--- config.mk ---
export PLATFORM = sky130hd
export DESIGN_NAME = icache_controller_flat
export DESIGN_NICKNAME = d
export VERILOG_FILES = /design/src/rtl/icache_controller_if.sv /design/src/rtl/icache_controller.sv /design/src/flat_wrapper.sv
export SDC_FILE = /design/constraint.sdc
export NUM_CORES = 1
export LEC_CHECK = 0
export ABC_AREA = 0
export CORE_UTILIZATION = 45
export CTS_CLUSTER_DIAMETER = 60
export DETAILED_ROUTE_END_ITERATION = 6
export PLACE_DENSITY_LB_ADDON = 0.08
export SYNTH_ARGS = -nofsm -noshare
export SYNTH_HDL_FRONTEND = slang
export SYNTH_SLANG_ARGS = --single-unit
--- constraint.sdc ---
create_clock -name CLK -period 12 [get_ports CLK]
set_clock_uncertainty 0.15 [all_clocks]
set_input_delay 3 -clock CLK [delete_from_list [all_inputs] [get_ports CLK]]
set_output_delay 3 -clock CLK [all_outputs]
set_load 0.01 [all_outputs]
--- src/rtl/icache_controller_if.sv ---
// Fetch-side bundle for the instruction cache: PC stage and instruction-memory signals.
interface icache_controller_if #(
    parameter int unsigned MEM_ADDR_W = 6
);
    logic [31:0]           PC;
    logic [31:0]           INSTRUCTION;
    logic                  BUSYWAIT;
    logic                  MEM_READ;
    logic [MEM_ADDR_W-1:0] MEM_ADDRESS;
    logic [127:0]          MEM_READDATA;
    logic                  MEM_BUSYWAIT;

    // Cache controller side.
    modport master (
        input  PC, MEM_READDATA, MEM_BUSYWAIT,
        output INSTRUCTION, BUSYWAIT, MEM_READ, MEM_ADDRESS
    );

    // PC stage plus instruction memory side.
    modport slave (
        output PC, MEM_READDATA, MEM_BUSYWAIT,
        input  INSTRUCTION, BUSYWAIT, MEM_READ, MEM_ADDRESS
    );
endinterface

--- src/rtl/icache_controller.sv ---
// Direct-mapped read-only instruction cache: 8 lines x 16-byte blocks, refilled from
// instruction memory over a MEM_READ/MEM_BUSYWAIT handshake.
module icache_controller #(
    parameter int unsigned LINES          = 8,
    parameter int unsigned WORDS_PER_LINE = 4,
    parameter int unsigned MEM_ADDR_W     = 6
) (
    input  logic              CLK,
    input  logic              RESET,
    icache_controller_if.master bus
);
    typedef enum logic [1:0] {
        S_IDLE,
        S_MEM_READ,
        S_UPDATE
    } state_t;

    state_t state, state_next;

    logic [LINES-1:0]               valid;
    logic [2:0]                     tag_store  [LINES];
    logic [WORDS_PER_LINE*32-1:0]   data_store [LINES];

    logic [1:0] offset;
    logic [2:0] index;
    logic [2:0] tag;
    logic       hit;
    logic       unused;

    assign offset = bus.PC[3:2];
    assign index  = bus.PC[6:4];
    assign tag    = bus.PC[9:7];
    assign unused = ^{bus.PC[31:10], bus.PC[1:0]};

    assign hit = valid[index] && (tag_store[index] == tag);

    // Word select is unconditional; the word is only meaningful while BUSYWAIT is low.
    assign bus.INSTRUCTION = data_store[index][{offset, 5'd0} +: 32];
    assign bus.MEM_ADDRESS = bus.PC[MEM_ADDR_W+3:4];

    // State register; reset abandons any fill in progress.
    always_ff @(posedge CLK) begin
        if (RESET) state <= S_IDLE;
        else       state <= state_next;
    end

    // Valid bits: cleared by reset, set when a refill lands.
    always_ff @(posedge CLK) begin
        if (RESET)                  valid        <= '0;
        else if (state == S_UPDATE) valid[index] <= 1'b1;
    end

    // Tag and data arrays: written at the UPDATE edge only, never cleared.
    always_ff @(posedge CLK) begin
        if (!RESET && state == S_UPDATE) begin
            data_store[index] <= bus.MEM_READDATA;
            tag_store[index]  <= tag;
        end
    end

    // Next-state and handshake outputs; BUSYWAIT is held low during reset.
    always_comb begin
        state_next   = state;
        bus.MEM_READ = 1'b0;
        bus.BUSYWAIT = 1'b0;
        case (state)
            S_IDLE: begin
                if (!hit) begin
                    bus.BUSYWAIT = 1'b1;
                    state_next   = S_MEM_READ;
                end
            end
            S_MEM_READ: begin
                bus.MEM_READ = 1'b1;
                bus.BUSYWAIT = 1'b1;
                if (!bus.MEM_BUSYWAIT) state_next = S_UPDATE;
            end
            S_UPDATE: begin
                bus.BUSYWAIT = 1'b1;
                state_next   = S_IDLE;
            end
            default: state_next = S_IDLE;
        endcase
        if (RESET) bus.BUSYWAIT = 1'b0;
    end
endmodule

--- src/flat_wrapper.sv ---
// flat-port wrapper written by rule: the top's interface ports become plain ports
module icache_controller_flat 
#(
    parameter int unsigned LINES          = 8,
    parameter int unsigned WORDS_PER_LINE = 4,
    parameter int unsigned MEM_ADDR_W     = 6
)
  (CLK, RESET, bus_PC, bus_MEM_READDATA, bus_MEM_BUSYWAIT, bus_INSTRUCTION, bus_BUSYWAIT, bus_MEM_READ, bus_MEM_ADDRESS);
  icache_controller_if #(.MEM_ADDR_W(MEM_ADDR_W)) bus_i ();
  input  logic CLK;
  input  logic RESET;
  input wire logic [$bits(bus_i.PC)-1:0] bus_PC;
  input wire logic [$bits(bus_i.MEM_READDATA)-1:0] bus_MEM_READDATA;
  input wire logic [$bits(bus_i.MEM_BUSYWAIT)-1:0] bus_MEM_BUSYWAIT;
  output wire logic [$bits(bus_i.INSTRUCTION)-1:0] bus_INSTRUCTION;
  output wire logic [$bits(bus_i.BUSYWAIT)-1:0] bus_BUSYWAIT;
  output wire logic [$bits(bus_i.MEM_READ)-1:0] bus_MEM_READ;
  output wire logic [$bits(bus_i.MEM_ADDRESS)-1:0] bus_MEM_ADDRESS;
  assign bus_i.PC = bus_PC;
  assign bus_i.MEM_READDATA = bus_MEM_READDATA;
  assign bus_i.MEM_BUSYWAIT = bus_MEM_BUSYWAIT;
  assign bus_INSTRUCTION = bus_i.INSTRUCTION;
  assign bus_BUSYWAIT = bus_i.BUSYWAIT;
  assign bus_MEM_READ = bus_i.MEM_READ;
  assign bus_MEM_ADDRESS = bus_i.MEM_ADDRESS;
  icache_controller #(.LINES(LINES), .WORDS_PER_LINE(WORDS_PER_LINE), .MEM_ADDR_W(MEM_ADDR_W)) u_core (.CLK(CLK), .RESET(RESET), .bus(bus_i));
endmodule
# [Word-level counts from Yosys, hierarchy flattened]
# Memory sizes are Yosys's and may differ from the RTL's.
# Index checks and enable logic that the tools add are counted.
[word_totals] word_cells=33 input_bits=163 ramBits=1048 output_inout_bits=40 register_bits=10 memories=2
[memory_table] memory="u_core.data_store" words=8 word_bits=128 rd=1 rd_clocked_by_memory_dff=0 write_ports=1 line="icache_controller.sv:22" text="logic [WORDS_PER_LINE*32-1:0] data_store [LINES];"
[memory_table] memory="u_core.tag_store" words=8 word_bits=3 rd=1 rd_clocked_by_memory_dff=0 write_ports=1 line="icache_controller.sv:21" text="logic [2:0] tag_store [LINES];"
[op_classes] reduce_logical=7 muxes=13 n_lt_le_gt_ge=2 n_shift=1 bitwise_logic=1 n_eq_ne=5
[ops] cell="$shiftx 128x8->32" n=1
[ops] cell="$or 8x8->8" n=1
[ops] cell="$mux 1" n=7
[ops] cell="$lt 3x4->1 const B" n=1
[ops] cell="$mux 2" n=2
[ops] cell="$ne 2x2->1 const B" n=2
[ops] cell="$pmux 2 s2" n=1
[ops] cell="$bmux 1 s3" n=1
[ops] cell="$demux 1 s3" n=1
[ops] cell="$eq 3x3->1" n=1
[ops] cell="$ge 3x1->1 const B" n=1
[ops] cell="$logic_and 1x1->1" n=3
[ops] cell="$eq 2x1->1 const B" n=1
[ops] cell="$eq 2x2->1 const B" n=1
[ops] cell="$logic_not 2->1" n=1
[ops] cell="$pmux 1 s2" n=1
[ops] cell="$reduce_and 2->1" n=1
[ops] cell="$reduce_or 2->1" n=1
[ops] cell="$logic_not 1->1" n=1

# [Depth between registers and ports, before layout]
[logic_depth] depth_word=6 ltp_mapped=10 mapped_depth_nobuf=6

# [Worst setup path after synthesis]
# No wires, ideal clock.
[synth_path] path_kind="input -> register" startpoint="in bus_PC[4]" endpoint="mem u_core.data_store[2][0] (netlist bit) (enable)" slack_ns=1.464 path_buffers=5 required_ns=11.227 stages=7 arrival_ns=9.763 setup_time_ns=0.623 cell_sequence="buf_2 buf_4 buf_4 buf_4 buf_2 or3b_2 nor2_1"
[synth_rtl] element="from (decl)" line="flat_wrapper.sv:12" text="input wire logic [$bits(bus_i.PC)-1:0] bus_PC;"
[synth_rtl] element="to (decl)" line="icache_controller.sv:22"
# Straight into the memory's write port.

# [Final worst setup path]
[layout_path] startpoint="in bus_PC[5]" endpoint="out bus_INSTRUCTION[29]"
[layout_between] elab_chain_cells=2
[layout_rtl] element="$mem_v2 8x128"
[layout_rtl] element="$shiftx 128x8->32" line="icache_controller.sv:38" text="assign bus.INSTRUCTION = data_store[index][{offset, 5'd0} +: 32];"
[layout_rtl] element="to (decl)" line="flat_wrapper.sv:15" text="output wire logic [$bits(bus_i.INSTRUCTION)-1:0] bus_INSTRUCTION;"
# Every way passes these cells.

==> impl_metrics.env <==
export IMPL_outcome="finished, final reports clean"
export IMPL_synth_flop_cell="edfxtp_1"
export IMPL_p_int_mw=6.21
export IMPL_finalNetCount=2697
export IMPL_drt_total_wl_mm=113
export IMPL_wire_per_inst_um=29.8
export IMPL_rows=109
export IMPL_grt_pass1_vias=22900
export IMPL_crit_chain="clkbuf_8 -> and3_2 -> buf_4 -> a22oi_1 -> nand3_1 -> a221oi_1 -> o21ai_0 -> a31o_2 -> clkdlybuf4s50_1"
export IMPL_synth_edf_count=1048
export IMPL_p_comb_frac=0.059
export IMPL_fin_util=0.530
export IMPL_via_per_inst=5.96
export IMPL_post_cts_buffers=0
export IMPL_cts_buffers=111
export IMPL_end_kind="output port"
export IMPL_ys_warn_count=0
export IMPL_ctsResizeCount=0
export IMPL_fin_setup_tns_ns=0
export IMPL_arrival_ns=6.68
export IMPL_setup_worst_path_class="primary input to output port"
export IMPL_netSwitchingPower_mw=1.69
export IMPL_synth_area_um2=40100
export IMPL_syn_mean_instance_area_um2=17.2
export IMPL_die_w_um=301
export IMPL_area_delta_synth_final_pct=16.8
export IMPL_hpwl_mm=58.0
export IMPL_drc=0
export IMPL_final_layout_size_suffix_gt1_frac=0.126
export IMPL_synth_seq_cells=1058
export IMPL_gr_total_overflow=0
export IMPL_synthArstFlopShare=0
export IMPL_pwr_share_seq=0.520
export IMPL_synth_fa_ha_area_frac=0.00125
export IMPL_peakVddDrop_mv=0.124
export IMPL_hold_viol_final=0
export IMPL_syn_instance_count=2334
export IMPL_clk_path_buf_depth=3
export IMPL_crit_buf_inv=3
export IMPL_yosysSeqAreaShare=0.789
export IMPL_io_pins=203
export IMPL_cap_violations=0
export IMPL_tightest_slew_ns=1.23
export IMPL_floorplan_initialDensity=0.454
export IMPL_drv_slew=0
export IMPL_hold_path_class="register to register"
export IMPL_portBuffers=178
export IMPL_die_h_um=301
export IMPL_cts_tree="done"
export IMPL_hold_buffers=0
export IMPL_drt_iter0_drc=2213
export IMPL_design_core_area_um2=88400
export IMPL_synth_compound_area_frac=0.0956
export IMPL_yosysTopAreaCell="edfxtp_1"
export IMPL_timing_final_crit_share=0.820
export IMPL_netlist_area_leader_share=0.784
export IMPL_path_clk_slew_ns=0.06
export IMPL_setup_viol=0
export IMPL_cp_top_family="buffers and inverters"
export IMPL_via_count=22600
export IMPL_grt_total_usage=0.250
export IMPL_finalWorstSetupSlack_ns=2.17
export IMPL_rrSetupSlack_ns=8.60
export IMPL_yosys_area_share_simple=0.0440
export IMPL_power_leakage_nw=14.9
export IMPL_grt_max_degree=129
export IMPL_postRouteAntennaNets=0
export IMPL_dieArea_um2=90400
export IMPL_swShare=0.214
export IMPL_cp_required_ns=8.85
export IMPL_clkLatencyLatePin_ns=0.66
export IMPL_yosys_mux_area_fraction=0.0495
export IMPL_synth_area_leaders="edfxtp_1, a22oi_1, mux2i_1"
export IMPL_post_route_min_period_ns=9.83
export IMPL_rsz0062_at_grt="no"
export IMPL_htreeDepth=3
export IMPL_first_pass_iters=5
export IMPL_cts_root_buf="clkbuf_16"
export IMPL_synth_nets=2501
export IMPL_synth_xor_area_frac=0.000437
export IMPL_power_density_nw_per_um2=168
export IMPL_pre_cts_slack_ns=2.14
export IMPL_ys_types=57
export IMPL_antenna_found_initial=16
export IMPL_crit_path_max_incr_delay_ns=1.09
export IMPL_synth_top_family_by_area="compound AO/OA/AOI/OAI gates"
export IMPL_cts_num_sinks=1058
export IMPL_max_slew_margin=0.182
export IMPL_cp_start_kind="primary input"
export IMPL_fmax_mhz=102
export IMPL_critPathSlowestCell="and3_2"
export IMPL_grt_pass1_wl_mm=162
export IMPL_place_gp_congestion=0.750
export IMPL_fillCellCount=7099
export IMPL_crit_fanout=72
export IMPL_p_clk_frac=0.421
-- cell families (layout without fill, tap and decap cells) --
| logic type | after synthesis | in the layout |
|---|---|---|
| other | 0 | 5 |
| muxes | 160 | 160 |
| AOI/OAI and AO/OA | 552 | 552 |
| xor gates and xnor gates | 2 | 2 |
| and+or+nand+nor | 383 | 383 |
| adders and majority gates | 4 | 4 |
| DFF | 1058 | 1058 |
| buffers and inverters | 175 | 460 |
-- through the flow --
stage | power [mW] | instances | instance area, um^2 | hold slack [ns]
4_1_cts | 7.95 | 3784 | 46900 | 0.322
2_1_floorplan | 4.40 | 2334 | 40100 | 0.298
3_5_place_dp | 4.65 | 3582 | 43300 | 0.313
6_report | 7.89 | 3789 | 46900 | 0.324
3_3_place_gp | 4.64 | 3582 | 43300 | 0.307
5_1_grt | 8.12 | 3789 | 46900 | 0.344
-- tightest hold or removal path, delay by kind of cell (launching register included) --
kind | cells | cell delay (ns)
compound gates | 1 | 0.07
flops | 1 | 0.31
buf+inv | 1 | 0.05
-- per-layer routing --
metal	vias up	share of wire	GRT usage
li1	9807	-	-
met1	11800	0.43	0.345
met2	807	0.48	0.404
met3	151	0.069	0.0494
met4	14	0.021	0.0695
met5	-	0.00074	0
-- cells in the mapped netlist, types with 5 or more instances --
| master | instances |
|---|---|
| a21o_1 | 5 |
| a21oi_1 | 121 |
| a221oi_1 | 39 |
| a22o_1 | 60 |
| a22oi_1 | 172 |
| and2_1 | 9 |
| buf_1 | 18 |
| buf_2 | 71 |
| buf_4 | 13 |
| clkbuf_1 | 60 |
| dfxtp_1 | 10 |
| edfxtp_1 | 1048 |
| inv_1 | 13 |
| mux2_2 | 52 |
| mux2i_1 | 83 |
| mux4_2 | 23 |
| nand2_1 | 163 |
| nand3_1 | 50 |
| nand4_1 | 52 |
| nor2_1 | 76 |
| nor2b_1 | 7 |
| o2111ai_1 | 9 |
| o211ai_1 | 16 |
| o21ai_0 | 73 |
| o221ai_1 | 7 |
| o22ai_1 | 9 |
| o31ai_1 | 9 |
-- final timing paths --
kind,endpoint,startpoint,depth (start not counted)
worst max-delay path,bus_INSTRUCTION[29],bus_PC[5],9
worst min-delay path,u_core.valid[1],u_core.valid[1],2
worst max register to register,u_core.data_store[3][88],u_core.state[0],7
worst min register to register,u_core.valid[1],u_core.valid[1],2
-- cells in the final DEF (no fill, tap or decap), types with 10 or more instances in the layout --
cell	instances
a21oi_1	121
a221oi_1	39
a22o_1	60
a22oi_1	172
buf_4	62
clkbuf_1	19
clkbuf_16	116
clkdlybuf4s50_1	173
clkinv_1	29
clkinv_2	22
dfxtp_1	10
edfxtp_1	1048
inv_1	13
mux2_2	52
mux2i_1	83
mux4_2	23
nand2_1	163
nand3_1	50
nand4_1	52
nor2_1	67
o211ai_1	16
o21ai_0	73
-- flip-flops by register name (all words and copies together) (netlist names) --
| register | flops |
|---|---|
| u_core.data_store | 1024 |
| u_core.tag_store | 24 |
| u_core.state | 2 |
| u_core.valid | 8 |
-- power groups by stage --
stage | Clock [mW] | Sequential, mW | Combinational [mW]
floorplan | 0 | 4.18 | 0.217
global placement | 0 | 4.18 | 0.461
detailed placement | 0 | 4.18 | 0.469
CTS | 3.37 | 4.10 | 0.471
global route | 3.52 | 4.10 | 0.502
finish | 3.32 | 4.10 | 0.467
-- area by class of cell --
type | instances | area (um^2) | area share
Inverter | 13 | 48.8 | 0.00104
Sequential cell | 1058 | 31700 | 0.676
Clock buffer | 135 | 2970 | 0.0635
Timing Repair Buffer | 245 | 2380 | 0.0507
Antenna cell | 5 | 12.5 | 0.000267
Tap cell | 1165 | 1460 | 0.0311
Clock inverter | 67 | 553 | 0.0118
Multi-Input combinational cell | 1101 | 7780 | 0.166
(Power assumes the default switching activity.)
